$ cat src/rtl/vga_sink_monitor.sv
// Receive-side VGA timing monitor: recovers pixel coordinates, checks
// line/frame lengths, locks onto the stream and checksums each frame.
module vga_sink_monitor #(
   parameter int H_TOTAL = 800,
   parameter int V_TOTAL = 525,
   parameter int H_SYNC  = 97,
   parameter int V_SYNC  = 3
) (
   input  logic       CLOCK_50,
   input  logic       reset,
   input  logic       vga_clk,
   input  logic       vga_hs,
   input  logic       vga_vs,
   input  logic [7:0] vga_r,
   input  logic [7:0] vga_g,
   input  logic [7:0] vga_b,
   output logic [9:0] x_out,
   output logic [9:0] y_out,
   output logic       pix_valid,
   output logic       locked,
   output logic       frame_done,
   output logic [15:0] frame_sum,
   output logic       err_hline,
   output logic       err_vframe,
   output logic [7:0] err_count
);

   typedef enum logic [1:0] {SEARCH, MEASURE, LOCKED} state_t;

   state_t state, state_nxt;
   logic err_seen, seen_nxt;
   logic [26:0] stg1, stg2;
   logic clk_d, hs_q, vs_q;
   logic [9:0] hc, vc, hc_nxt, vc_nxt;
   logic [15:0] acc, pix_sum;
   logic [8:0] cnt_sum;
   logic s_clk, s_hs, s_vs;
   logic [7:0] s_r, s_g, s_b;
   logic strobe, hs_rise, vs_rise, checking, active, hl_bad, vf_bad;

   assign {s_clk, s_hs, s_vs, s_r, s_g, s_b} = stg2;

   // Mid-pixel sample: falling edge of the staged pixel clock
   assign strobe   = clk_d & ~s_clk;
   assign hs_rise  = s_hs & ~hs_q;
   assign vs_rise  = s_vs & ~vs_q;
   assign checking = (state != SEARCH);
   assign active   = ~s_hs & ~s_vs;
   assign hl_bad   = checking & hs_rise & (hc != 10'(H_TOTAL - 1));
   assign vf_bad   = checking & vs_rise & (vc != 10'(V_TOTAL - 1));
   assign hc_nxt   = hs_rise ? 10'd0 : hc + 10'd1;
   assign vc_nxt   = vs_rise ? 10'd0 : (hs_rise ? vc + 10'd1 : vc);
   assign pix_sum  = 16'(s_r) + 16'(s_g) + 16'(s_b);
   assign cnt_sum  = {1'b0, err_count} + 9'(hl_bad) + 9'(vf_bad);
   assign locked   = (state == LOCKED);

   always_comb begin
      state_nxt = state;
      seen_nxt  = err_seen;
      if (strobe) begin
         unique case (state)
            SEARCH: begin
               if (vs_rise) begin
                  state_nxt = MEASURE;
                  seen_nxt  = 1'b0;
               end
            end
            MEASURE: begin
               seen_nxt = err_seen | hl_bad | vf_bad;
               if (vs_rise) begin
                  if (!seen_nxt) state_nxt = LOCKED;
                  seen_nxt = 1'b0;
               end
            end
            LOCKED: begin
               if (hl_bad | vf_bad) state_nxt = SEARCH;
            end
            default: state_nxt = SEARCH;
         endcase
      end
   end

   always_ff @(posedge CLOCK_50 or posedge reset) begin
      if (reset) begin
         stg1 <= '0;
         stg2 <= '0;
         clk_d <= 1'b0;
      end else begin
         stg1 <= {vga_clk, vga_hs, vga_vs, vga_r, vga_g, vga_b};
         stg2 <= stg1;
         clk_d <= s_clk;
      end
   end

   always_ff @(posedge CLOCK_50 or posedge reset) begin
      if (reset) begin
         state      <= SEARCH;
         err_seen   <= 1'b0;
         hs_q       <= 1'b0;
         vs_q       <= 1'b0;
         hc         <= '0;
         vc         <= '0;
         acc        <= '0;
         x_out      <= '0;
         y_out      <= '0;
         pix_valid  <= 1'b0;
         frame_done <= 1'b0;
         frame_sum  <= '0;
         err_hline  <= 1'b0;
         err_vframe <= 1'b0;
         err_count  <= '0;
      end else begin
         state      <= state_nxt;
         err_seen   <= seen_nxt;
         pix_valid  <= 1'b0;
         frame_done <= 1'b0;
         err_hline  <= 1'b0;
         err_vframe <= 1'b0;
         if (strobe) begin
            hs_q       <= s_hs;
            vs_q       <= s_vs;
            hc         <= hc_nxt;
            vc         <= vc_nxt;
            err_hline  <= hl_bad;
            err_vframe <= vf_bad;
            err_count  <= cnt_sum[8] ? 8'hFF : cnt_sum[7:0];
            // Publish only frames that were fully measured without error
            if (vs_rise) begin
               acc <= '0;
               if (state_nxt == LOCKED) begin
                  frame_sum  <= acc;
                  frame_done <= 1'b1;
               end
            end else if (active && checking) begin
               acc <= acc + pix_sum;
            end
            if (active && state == LOCKED) begin
               pix_valid <= 1'b1;
               x_out     <= hc_nxt - 10'(H_SYNC);
               y_out     <= vc_nxt - 10'(V_SYNC);
            end
         end
      end
   end

endmodule

$ cat config.mk
export PLATFORM = sky130hd
export DESIGN_NAME = vga_sink_monitor
export DESIGN_NICKNAME = d
export VERILOG_FILES = /design/src/rtl/vga_sink_monitor.sv
export SDC_FILE = /design/constraint.sdc
export NUM_CORES = 1
export LEC_CHECK = 0
export ABC_AREA = 1
export CAP_MARGIN = 20
export CORE_MARGIN = 8
export CORE_UTILIZATION = 40
export CTS_BUF_LIST = sky130_fd_sc_hd__clkbuf_8
export DETAILED_ROUTE_END_ITERATION = 7
export PLACE_DENSITY = 0.59
export SETUP_SLACK_MARGIN = 0.05
export SLEW_MARGIN = 20
export SYNTH_ARGS = -nofsm -noshare
export SYNTH_HDL_FRONTEND = slang
export SYNTH_SLANG_ARGS = --single-unit
$ cat constraint.sdc
create_clock -name CLOCK_50 -period 6.2 [get_ports CLOCK_50]
set_clock_uncertainty 0.1 [all_clocks]
set_input_delay 0.62 -clock CLOCK_50 [delete_from_list [all_inputs] [get_ports CLOCK_50]]
set_output_delay 0.62 -clock CLOCK_50 [all_outputs]
set_load 0.005 [all_outputs]
==> results of run 1 <==
==> critical path: stages (launching register included) <==
cell      delay (ns)
dfrtp_1         0.32
inv_1           0.05
fa_1            0.49
fa_1            0.51
inv_1           0.04
ha_1            0.36
nand2_1         0.07
nand2_1         0.09
nand2_1         0.06
nand3_1         0.11
a21oi_1         0.07
o21bai_1        0.26
nand2_1         0.11
o21ai_0         0.16
a21oi_1         0.05
==> layout make-up <==
| cell class | instances | area [sq um] |
|---|---|---|
| multi-input cells | 486 | 2690 |
| fillers | 1582 | 8430 |
| flip-flops and latches | 144 | 3600 |
| clock buffers | 19 | 262 |
| well taps | 220 | 275 |
| clock inverters | 12 | 143 |
| inverters | 124 | 470 |
| repair buffers | 78 | 778 |
==> flip-flops by register name (all words and copies together), names as in the netlist <==
signal and cells:
acc 16, clk_d 1, err_count 8, err_hline 1, err_seen 1, err_vframe 1
frame_done 1, frame_sum 16, hc 10, hs_q 1, pix_valid 1, state 2
stg1 27, stg2 27, vc 10, vs_q 1, x_out 10, y_out 10
==> per-layer routing <==
metal | share of wire (%) | vias up
met3 | 5.2 | 13
li1 | - | 2613
met5 | 0 | -
met1 | 51 | 2307
met2 | 42 | 110
met4 | 1.3 | 0
==> stage by stage <==
stage          total power [mW]  hold WS [ns]  setup slack (ns)
2_1_floorplan              1.77         0.231              1.61
3_3_place_gp               2.14         0.232              3.30
3_5_place_dp               2.14         0.235              3.26
4_1_cts                    2.91         0.244              3.25
5_1_grt                    3.10         0.254              2.94
6_report                   2.87         0.244              3.24
==> synth_stat cells <==
cell / number
nand2_1: 199
dfrtp_1: 144
inv_1: 122
nor2_1: 52
o21ai_0: 52
nand3_1: 50
nand4_1: 28
a21oi_1: 19
fa_1: 17
ha_1: 17
clkbuf_1: 7
nor3_1: 6
o22ai_1: 6
xnor2_1: 6
xor2_1: 5
nand3_2: 4
buf_2: 3
nand2_2: 3
nand3b_1: 3
nor2_4: 3
o21bai_1: 3
a22oi_1: 2
a2bb2oi_1: 2
a31oi_1: 2
buf_1: 2
buf_6: 2
inv_2: 2
nor2_2: 2
a21oi_2: 1
buf_4: 1
nand2_4: 1
nand3_4: 1
o21ai_1: 1
o31ai_1: 1
==> worst max path at each step <==
stage,to,startpoint,depth (start not counted),slack (ns)
2_1_floorplan,acc[0]$_DFFE_PP0P_,reset,1,1.61
3_3_place_gp,acc[10]$_DFFE_PP0P_,stg2[5]$_DFF_PP0_,14,3.30
3_5_place_dp,acc[9]$_DFFE_PP0P_,stg2[9]$_DFF_PP0_,12,3.26
4_1_cts,acc[9]$_DFFE_PP0P_,stg2[9]$_DFF_PP0_,12,3.25
5_1_grt,acc[10]$_DFFE_PP0P_,stg2[5]$_DFF_PP0_,14,2.94
6_report,acc[10]$_DFFE_PP0P_,stg2[5]$_DFF_PP0_,14,3.24
==> cells by family after synthesis <==
kind of cell,Yosys count,synth area share [%]
adders and majority gates,34,8.09
AOI/OAI and AO/OA,89,7.05
buffers and inverters,139,7.97
DFF,144,52.7
xor gates and xnor gates,11,1.41
and+or+nand+nor,352,22.7
==> power breakdown <==
| part | internal (mW) | total (mW) | switching, mW |
|---|---|---|---|
| Combinational | 0.423 | 0.896 | 0.474 |
| Sequential | 1.10 | 1.22 | 0.117 |
| Clock | 0.412 | 0.754 | 0.342 |
| Total | 1.94 | 2.87 | 0.933 |
==> impl_results.md, run 1 <==
* Outcome: complete, no violations
* Top-area cell type share of the netlist area at 52.7%
* # DRC at 0
* Worst Setup End Kind: register
* Commonest non-fill, non-tap cells in the layout: 199 x nand2_1, 144 x dfrtp_1, 122 x inv_1
* Reg2Reg Launch Point: stg2[5]$_DFF_PP0_
* Sink Count at ~140
* Initial Util at about 41%
* Synth warn at 0
* VDD IR max at around 0.00014 V
* End-of-flow core utilization at 49.4%
* Clk pin slew, worst setup/hold paths at 0.08 ns
* I/O pins at a little under 80
* Worst EP arrival at ~3.2 ns
* Root buf cell: clkbuf_8
* Placed cell count at between 1000 and 1500
* Worst setup path class: register to register
* Iteration-0 DRC Markers at between 300 and 400
* Initial antenna violation count at 0
* Tcrit/Tclk final at a little under half
* Post-synthesis instance total at 769
* Chip Height at between 100 and 150 um
* Worst Hold Depth at 0
* PD cells at 349 nW/um^2
* Routed length per instance at 12.6 um
* Total gr overflow at 0
* Hold_buf cts at 0
* Syn-to-layout area delta at 20.3%
* Placement Cell Area at approximately 7800 sq um
* Max-slew headroom at 41.1%
* Routed Antenna Nets at 0
* Hold Startpoint: stg1[6]$_DFF_PP0_
* RSZ-0062 raised after global routing: false
* Hold worst-path end: stg2[6]$_DFF_PP0_
* Crit path launch type: register
* CTS max path bufs at 2
* Post-CTS Resized at 0
* Seq cells post-synth at 144
* Non-filler cells, final at 1083
* Setup TNS at 0 ns
* Max FO, Critical Path at 5
* Min Tclk post-route at ~3.0 ns
* DIE WIDTH at ~150 um
* Final Setup Violations at 0
* Final hold violation count at 0
* H-tree levels at 4
* DR vias at roughly 5000
* Post-synthesis instance area at just under 7000 sq um
* Worst-Margin Slew at approximately 0.9 ns
* Inserted Clock Buffers at 17
* Vias per cell at around 4.7
* Gr usage total at about 14%
* Antenna Cells at 0
* Final Cell Area at roughly 8200 sq um
* Grt met1 use at between 10% and 20%
* Synth unique cells at 34
* Max Freq at 0.338 GHz
* Row Count at 47
* Postcts setup bufs at 0
* Max-slew violation count at 0
* Clk Latency, worst-skew pair at 0.45 ns
* Largest cells by area after synthesis: dfrtp_1 53%, nand2_1 11%, inv_1 6.7%
* Layout cells sized above 1 at under 10%
* Grt peak-use layer: met2
* First-pass GRT wire length at 23900 um
* Gp weighted congestion at approximately 0.84
* Layout Nets at approximately 900
* Reg2Reg Setup Slack at 3.24 ns
* DP Wirelength at 9880 um
* Largest net degree at the start of global routing at approximately 100
* Placeable Area at 16600 sq um
* Most common cell after layout, fill and taps aside: nand2_1
* Reg2reg end: acc[10]$_DFFE_PP0P_
* LEAKAGE at about 4.0 nW
* Initial DRT Pass Iterations at 5
* R2R cell count at 14
* Final WL at between 10000 and 15000 um
* GR Layer Usage met2 at between 15 and 20%
* Vias in the first global route at about 4900
* Mean Syn Cell Area at 8.89 sq um
* GR Util met3 at under 10%
* Number of max-cap violations at 0
* TritonCTS clock tree: done
* Synthesized net count at around 830
* Die footprint at 21500 sq um
* Register area share after synthesis at a little over half
* IO Port Bufs at 77
* Cell taking the most area after synthesis: dfrtp_1
* Required @ worst endpoint at around 6.4 ns
* HP Class: register to register
(Power assumes the default switching activity.)
==> run 2, diff against run 1 <==
--- a/config.mk
+++ b/config.mk
@@ -11,7 +11,7 @@
 export CORE_UTILIZATION = 40
 export CTS_BUF_LIST = sky130_fd_sc_hd__clkbuf_8
 export DETAILED_ROUTE_END_ITERATION = 7
-export PLACE_DENSITY = 0.59
+export PLACE_DENSITY = 0.61
 export SETUP_SLACK_MARGIN = 0.05
 export SLEW_MARGIN = 20
 export SYNTH_ARGS = -nofsm -noshare
==> constraint.sdc (replaced) <==
create_clock -name CLOCK_50 -period 2.6 [get_ports CLOCK_50]
set_clock_uncertainty 0.1 [all_clocks]
set_input_delay 0.26 -clock CLOCK_50 [delete_from_list [all_inputs] [get_ports CLOCK_50]]
set_output_delay 0.26 -clock CLOCK_50 [all_outputs]
set_load 0.005 [all_outputs]
==> impl_results.md, run 2 (synthesis gave the netlist of run 1 again) <==
* Row Count at between 40 and 50
* RSZ-0062 raised after global routing: true
* Sink Count at around 140
* Max Freq at roughly 0.37 GHz
* Worst Setup End Kind: register
* TritonCTS clock tree: done
* Antenna Cells at 0
* PD cells at 872 nW/um^2
* H-tree levels at 4
* Layout cells sized above 1 at approximately 15%
* Final Setup Violations at 11
* Outcome: finished with violations
* Gp weighted congestion at about 0.85
* Worst EP arrival at slightly below 3 ns
* Critical Path Max Stage Delay at roughly 0.51 ns
* Clk pin slew, worst setup/hold paths at roughly 0.080 ns
* HP Class: primary input to register
* Max FO, Critical Path at 3
* Fillers at 1505
* Layout Nets at about 950
* Placed cell count at 1075
* Initial Util at about 40%
* VDD IR max at roughly 0.00037 V
* I/O pins at 78
* Iteration-0 DRC Markers at just under 300
* Crit path launch type: register
* Vias in the first global route at 5204
* Die footprint at roughly 22000 sq um
* Gr usage total at about 14%
* Final WL at approximately 15000 um
* CP Cell Sequence: inv_2 -> fa_1 -> fa_1 -> inv_2 -> ha_4 -> fa_2 -> nand2_2 -> o21ai_4 -> a21oi_2 -> nand2_1 -> nand2_1 -> o22ai_1
* Number of max-cap violations at 0
* Initial DRT Pass Iterations at 4
* # DRC at 0
* Regs by FF count: stg1: 27 flops, stg2: 27 flops
* Violated checks: setup timing
* Vias per cell at roughly 4.7
* Clk Latency, worst-skew pair at roughly 0.45 ns
* Initial antenna violation count at 0
* Worst setup path class: register to register
* Most common cell after layout, fill and taps aside: nand2_1
* CTS max path bufs at 2
* Final worst setup slack at -0.112 ns
* Root buf cell: clkbuf_8
* Commonest non-fill, non-tap cells in the layout: 192 x nand2_1, 144 x dfrtp_1, 110 x inv_1
* Required @ worst endpoint at about 2.8 ns
* DIE WIDTH at approximately 150 um
* DP Wirelength at about 11000 um
* Final hold violation count at 0
* First-pass GRT wire length at between 20000 and 30000 um
* Critical-path top delay cell: fa_1
* Non-filler cells, final at 1114
* Total gr overflow at 0
* Max-slew headroom at 59.0%
* Placeable Area at about 17000 sq um
* Syn-to-layout area delta at 27.9%
* Routed Antenna Nets at 0
* Min Tclk post-route at 2.71 ns
* Routed length per instance at between 10 and 15 um
* Inserted Clock Buffers at 17
* Chip Height at between 100 and 150 um
* Hold Slack at about 0.14 ns
* Largest net degree at the start of global routing at between 40 and 50
* LEAKAGE at approximately 4.2 nW
* DR vias at roughly 5200
* Worst-Margin Slew at about 0.61 ns
* Max-slew violation count at 0
* Tcrit/Tclk final at 104%
* IO Port Bufs at a little under 80
-- run 2: cell type report --
class | instances | area (sq um) | share of cell area (%)
multi-input combinational | 486 | 2940 | 33.6
clock inverter | 12 | 143 | 1.63
timing repair buffer | 109 | 1050 | 12.0
inverter | 124 | 469 | 5.37
tap | 220 | 275 | 3.15
sequential | 144 | 3600 | 41.2
clock buffer | 19 | 262 | 2.99
-- run 2: through the flow --
stage	util (%)	cell area [sq um]	power [mW]	worst slack (ns)	TNS, ns
after floorplan	-	6940	4.40	0.00351	0
after global placement	48.7	8110	5.47	-0.118	-0.725
after detailed placement	48.7	8110	5.52	-0.175	-1.08
after CTS	51.9	8640	7.55	-0.148	-1.05
after global routing	52.5	8740	8.17	-0.241	-2.23
final	52.5	8740	7.62	-0.112	-0.819
-- run 2: path summary, 6_finish.rpt --
check                                         from            endpoint  slack (ns)  depth (start not counted)
worst max-delay path             stg2[1]$_DFF_PP0_  acc[7]$_DFFE_PP0P_       -0.11                         12
max in group asynchronous                    reset   vc[4]$_DFFE_PP0P_        1.28                          4
worst min-delay path                      vga_b[6]   stg1[6]$_DFF_PP0_        0.14                          1
worst min register to register  stg1[11]$_DFF_PP0_  stg2[11]$_DFF_PP0_        0.24                          0
min in group asynchronous                    reset  stg1[24]$_DFF_PP0_        0.56                          3
worst max register to register   stg2[1]$_DFF_PP0_  acc[7]$_DFFE_PP0P_       -0.11                         12
-- run 2: per-layer routing --
metal | global-route usage, % | share of wire, % | vias up
li1 | - | - | 2673
met1 | 19.6 | 50 | 2451
met2 | 21.1 | 44 | 90
met3 | 3.35 | 4.3 | 18
met4 | 5.41 | 1.5 | 0
met5 | 0 | 0 | -
-- run 2: where the power goes --
part | switching (mW) | total, mW | internal [mW]
Combinational | 1.45 | 2.89 | 1.44
Sequential | 0.271 | 2.90 | 2.63
Clock | 0.849 | 1.83 | 0.983
Total | 2.57 | 7.62 | 5.05
-- run 2: timing repair --
item                                    4_1_cts  5_1_grt
setup buffers                                 6        1
hold buffers                                  1        0
endpoints found under the setup margin       11       21
cloned                                        0        0
pin swaps                                    19       16
gates resized for setup                      24       21
endpoints found under the hold margin         6        0
-- run 2: worst max-delay path: cells and delay by family, from the launching register on --
family | cells | cell delay [ns]
buffers and inverters | 2 | 0.09
adder cells (fa/ha/maj) | 4 | 1.56
flip-flops | 1 | 0.34
AND/OR/NAND/NOR | 3 | 0.21
AO/OA/AOI/OAI | 3 | 0.28
